`config.mk`:
```
export PLATFORM = sky130hd
export DESIGN_NAME = iob_cache_fe_arbiter
export DESIGN_NICKNAME = d
export VERILOG_FILES = /design/src/rtl/iob_cache_fe_arbiter.sv
export SDC_FILE = /design/constraint.sdc
export NUM_CORES = 1
export LEC_CHECK = 0
export ABC_AREA = 1
export CAP_MARGIN = 20
export CORE_AREA = 2 2 116 118
export CTS_BUF_LIST = sky130_fd_sc_hd__clkbuf_8
export CTS_CLUSTER_DIAMETER = 120
export DETAILED_ROUTE_END_ITERATION = 7
export DIE_AREA = 0 0 118 120
export PLACE_DENSITY = 0.61
export SLEW_MARGIN = 40
export SYNTH_ARGS = -nofsm -noshare
export SYNTH_HDL_FRONTEND = slang
export SYNTH_SLANG_ARGS = --single-unit
```
`constraint.sdc`:
```
create_clock -name clk -period 2 [get_ports clk]
set_input_delay 0.2 -clock clk [delete_from_list [all_inputs] [get_ports clk]]
set_output_delay 0.2 -clock clk [all_outputs]
set_load 0.05 [all_outputs]
```
`src/rtl/iob_cache_fe_arbiter.sv`:
```
// iob_cache_fe_arbiter
//
// Purpose: shares the single IOb native front-end port of an iob_cache among
// N_MASTERS IOb native requesters. One requester is granted at a time. The
// grant is held until the cache acknowledges. The acknowledge is routed back
// to the granted requester, and then a new winner is chosen. Selection is
// round-robin (ARB_POL = 0) or fixed priority, where the lowest index wins
// (ARB_POL = 1).
//
// Ports:
//   clk, rst  clock and synchronous active-high reset
//   m_req     per-requester request, held high until the matching m_ack
//   m_addr    per-requester word address (slice i = requester i)
//   m_wdata   per-requester write data
//   m_wstrb   per-requester byte strobes (all zero = read)
//   m_rdata   s_rdata replicated to every requester slice
//   m_ack     one-hot acknowledge, only ever for the granted requester
//   s_req     request to the cache front-end
//   s_addr    address of the granted requester (zero while idle)
//   s_wdata   write data of the granted requester (zero while idle)
//   s_wstrb   strobes of the granted requester (zero while idle)
//   s_rdata   cache read data, valid with s_ack
//   s_ack     cache acknowledge, one-cycle pulse
//   busy      high while a grant is held
//   grant     index of the current or most recent grant
module iob_cache_fe_arbiter #(
  parameter int N_MASTERS = 2,
  parameter int ADDR_W    = 30,
  parameter int DATA_W    = 32,
  parameter int ARB_POL   = 0,
  parameter int GNT_W     = $clog2(N_MASTERS)
) (
  input  logic                              clk,
  input  logic                              rst,
  input  logic [N_MASTERS-1:0]              m_req,
  input  logic [N_MASTERS*ADDR_W-1:0]       m_addr,
  input  logic [N_MASTERS*DATA_W-1:0]       m_wdata,
  input  logic [N_MASTERS*(DATA_W/8)-1:0]   m_wstrb,
  output logic [N_MASTERS*DATA_W-1:0]       m_rdata,
  output logic [N_MASTERS-1:0]              m_ack,
  output logic                              s_req,
  output logic [ADDR_W-1:0]                 s_addr,
  output logic [DATA_W-1:0]                 s_wdata,
  output logic [DATA_W/8-1:0]               s_wstrb,
  input  logic [DATA_W-1:0]                 s_rdata,
  input  logic                              s_ack,
  output logic                              busy,
  output logic [GNT_W-1:0]                  grant
);

  typedef enum logic {
    IDLE = 1'b0,
    BUSY = 1'b1
  } state_t;

  // After reset the "previous" winner is the highest index, so the
  // round-robin search starts at requester 0.
  localparam logic [GNT_W-1:0] LAST_RST = GNT_W'(N_MASTERS - 1);

  state_t           state_q, state_d;
  logic [GNT_W-1:0] grant_q, grant_d;
  logic [GNT_W-1:0] last_q, last_d;

  logic [N_MASTERS-1:0] hi_mask;
  logic [N_MASTERS-1:0] masked_req;
  logic [GNT_W-1:0]     pick_hi;
  logic [GNT_W-1:0]     pick_all;
  logic [GNT_W-1:0]     winner;

  // Winner selection.
  // Round-robin: first look only at requesters above the last winner. If none
  // of them is requesting, wrap around and take the lowest set index overall.
  // Fixed priority: always take the lowest set index.
  // Both searches only visit indices below N_MASTERS. A non-power-of-two
  // configuration therefore never produces an out-of-range grant.
  always_comb begin
    hi_mask  = '0;
    pick_hi  = '0;
    pick_all = '0;
    for (int i = 0; i < N_MASTERS; i++) begin
      hi_mask[i] = (GNT_W'(i) > last_q);
    end
    masked_req = m_req & hi_mask;
    for (int i = N_MASTERS - 1; i >= 0; i--) begin
      if (masked_req[i]) pick_hi = GNT_W'(i);
      if (m_req[i])      pick_all = GNT_W'(i);
    end
    if ((ARB_POL == 0) && (|masked_req)) winner = pick_hi;
    else                                 winner = pick_all;
  end

  // State register.
  always_ff @(posedge clk) begin
    if (rst) begin
      state_q <= IDLE;
      grant_q <= '0;
      last_q  <= LAST_RST;
    end else begin
      state_q <= state_d;
      grant_q <= grant_d;
      last_q  <= last_d;
    end
  end

  // Next-state logic.
  // s_ack is ignored in IDLE, so a late acknowledge for a transaction that
  // was aborted by reset is silently dropped. In BUSY the arbiter waits for
  // s_ack even if the granted requester drops m_req early.
  always_comb begin
    state_d = state_q;
    grant_d = grant_q;
    last_d  = last_q;
    case (state_q)
      IDLE: begin
        if (|m_req) begin
          state_d = BUSY;
          grant_d = winner;
        end
      end
      BUSY: begin
        if (s_ack) begin
          state_d = IDLE;
          last_d  = grant_q;
        end
      end
      default: state_d = IDLE;
    endcase
  end

  // Output logic.
  // The granted slice is selected by comparing grant_q against each index,
  // which keeps every select index a constant. The ack path is purely
  // combinational from s_ack.
  always_comb begin
    busy    = (state_q == BUSY);
    grant   = grant_q;
    s_req   = 1'b0;
    s_addr  = '0;
    s_wdata = '0;
    s_wstrb = '0;
    m_ack   = '0;
    for (int i = 0; i < N_MASTERS; i++) begin
      if ((state_q == BUSY) && (grant_q == GNT_W'(i))) begin
        s_req    = m_req[i];
        s_addr   = m_addr[i*ADDR_W +: ADDR_W];
        s_wdata  = m_wdata[i*DATA_W +: DATA_W];
        s_wstrb  = m_wstrb[i*(DATA_W/8) +: (DATA_W/8)];
        m_ack[i] = s_ack;
      end
    end
    m_rdata = {N_MASTERS{s_rdata}};
  end

endmodule

```
==> out/results.tsv <==
stage	metric	value	unit
run_status	status	finished, final reports clean	
floorplanning	Initial Utilization	11.4	%
routing	number of iterations in the first detailed-routing pass	5	
placement	number of I/O port buffers	207	
routing	final wirelength	6880	µm
worst_setup_path	Worst Path Max Fanout	31	
clock_network	Post-CTS Hold Buffers	0	
worst_setup_path	Arrival @ worst endpoint	1620	ps
global_route	GRT Residual Overflow	0	
global_route	global-route wire length before repair	10900	µm
synthesis	number of enable flip-flop cells after synthesis	0	
worst_hold_path	hold path depth	0	
global_route	overall routing resource usage	9.45	%
flow_run	max_cap viols	0	
worst_setup_path	Worst EP required	1800	ps
worst_setup_path	Worst Setup End Kind	output port	
synthesis	Synth area leaders	nand2_1 (53%), buf_4 (33%), dfxtp_1 (4.0%)	
clock_network	CTS tree	done	
timing	Slew @ Worst Pin	501	ps
synthesis	Post-Synthesis Cell Area	1480	µm²
floorplanning	IO Pins	304	
power	P_leak	0.00183	µW
synthesis	post-synth top area share	53.1	%
clock_network	cts bufs inserted	3	
timing	Final min period	1820	ps
timing	Max Freq	0.550	GHz
timing	Slew Limit Fails	0	
placement	post-DP HPWL	6020	µm
routing	initial drt markers	74	
clock_network	postcts setup bufs	0	
synthesis	Synth Area per Inst	4.90	µm²
clock_network	clock sink count	3	
synthesis	count of cell types in the netlist	11	
final_layout	Non-Filler Instances	615	
synthesis	Async SR Flop Fraction	0	%
timing	crit share post-route	90.8	%
synthesis	Synth Instances	303	
floorplanning	Rows	42	
final_layout	Util after Layout	30.6	%
timing	final setup fails	0	
synthesis	post-synth top area cell	nand2_1	
final_layout	share of cells above drive strength 1	17.5	%
clock_network	clk root buf	clkbuf_8	
placement	Post-Place Cells	611	
timing	RSZ-0062 raised after global routing	no	
clock_network	Clock Tree Buf Depth	2	
clock_network	htree depth	1	
global_route	vias in the first global route	2218	
synthesis	FF+latch count, synth	3	
placement	Final GP Congestion	0.729	
routing	routed length per instance	11.2	µm
timing	worst rel slew slack	66.5	%
routing	Post-route DRC	0	
routing	vias per cell	3.54	
synthesis	Post-synth top cells	nand2_1 (210), buf_4 (65), buf_2 (8)	
timing	setup TNS	0	ps
synthesis	top_reg_cell synth	dfxtp_1	
synthesis	count leader, synth	nand2_1	
global_route	largest net degree at the start of global routing	69	
worst_hold_path	Hold WC Path Type	in2out	
final_layout	register area	60.1	µm²
routing	Routed Antenna Nets	0	
clock_network	post-CTS sizing	0	
power	worst ir drop on vdd	171	µV
routing	via count of the routed design	2180	
floorplanning	CORE AREA	13000	µm²
clock_network	worst-skew pair later-pin latency	210	ps
clock_network	Worst-path clk slew	30	ps
synthesis	yosys warns	0	
global_route	initial antenna violation count	0	
synthesis	post-synthesis sequential area ratio	4.05	%
final_layout	Inserted Diodes	0	
worst_setup_path	WS Path Type	reg2out	
final_layout	Syn-to-layout area delta	167	%
floorplanning	die width	118	µm
worst_setup_path	CP startpoint kind	flop	
final_layout	filler instances	1394	
floorplanning	die area	14200	µm²
power	PwrDens	397	nW/µm²
final_layout	footprint of the multi-input gates	826	µm²
timing	Fin. Hold Viols	0	
worst_setup_path	Worst R2R Path Depth	6	
synthesis	Syn Nets	472	
floorplanning	Vert. Die Dim	120	µm
final_layout	nets	609	
timing	Final Skew	2.50	ps
cells by family (layout without fill, tap and decap cells):
logic type      after synthesis  count (layout)  share of synthesized area (%)
simple gates                216             216                           55.0
buf+inv                      83             219                           40.6
flops                         3               3                           4.05
compound gates                1               1                          0.337
state kept, by name, indices dropped and copies added, names as in the netlist:
signal  count
last_q      1
grant       1
busy        1
per-stage QoR:
stage                     power, µW  hold WS [ps]  instance area (µm²)  worst slack [ps]
final                          1570           400                 3970               183
after global routing           1660           400                 3970              21.1
after CTS                      1600           400                 3970               154
after detailed placement       1420           400                 3920               388
after global placement         1420           400                 3920               416
after floorplan                 962           319                 1480               199
final cells by class:
class	count	share of cell area (%)
inverter	5	0.473
timing repair buffer	210	70.5
sequential	3	1.51
multi-input combinational	217	20.8
tap	176	5.55
clock buffer	3	1.04
clock inverter	1	0.0946
layer usage:
| metal | vias to the layer above | GRT usage, % | routed length [µm] |
|---|---|---|---|
| met5 | - | 0 | 0 |
| met4 | 0 | 4.82 | 309 |
| met3 | 30 | 4.61 | 993 |
| met2 | 167 | 16.5 | 3210 |
| met1 | 883 | 9.30 | 2370 |
| li1 | 1100 | - | - |
report_power, final:
group,switching [µW],internal [µW]
registers,4.70,64.9
clock network,38.1,130
logic,652,684
critical path, stage by stage (launching register included):
cell     delay, ps
dfxtp_1        410
nand2_1        110
inv_2           90
buf_4          300
nand2_1        150
nand2_1        170
buf_12         150
layout by cell type (no fill, tap or decap), drive strengths merged:
cell type and instances:
clkbuf 3, inv 6, a21oi 1, clkdlybuf4s50 138
nand3 2, dfxtp 3, nand2 210, nor2 4
buf 72
final timing paths:
check,from,to,slack (ps)
worst max-delay path,grant,s_wdata[28],180
worst min-delay path,s_rdata[10],m_rdata[10],400
worst max register to register,busy,grant,850
worst min register to register,last_q,last_q,470
Note: power is estimated with default switching activity, not from simulation.
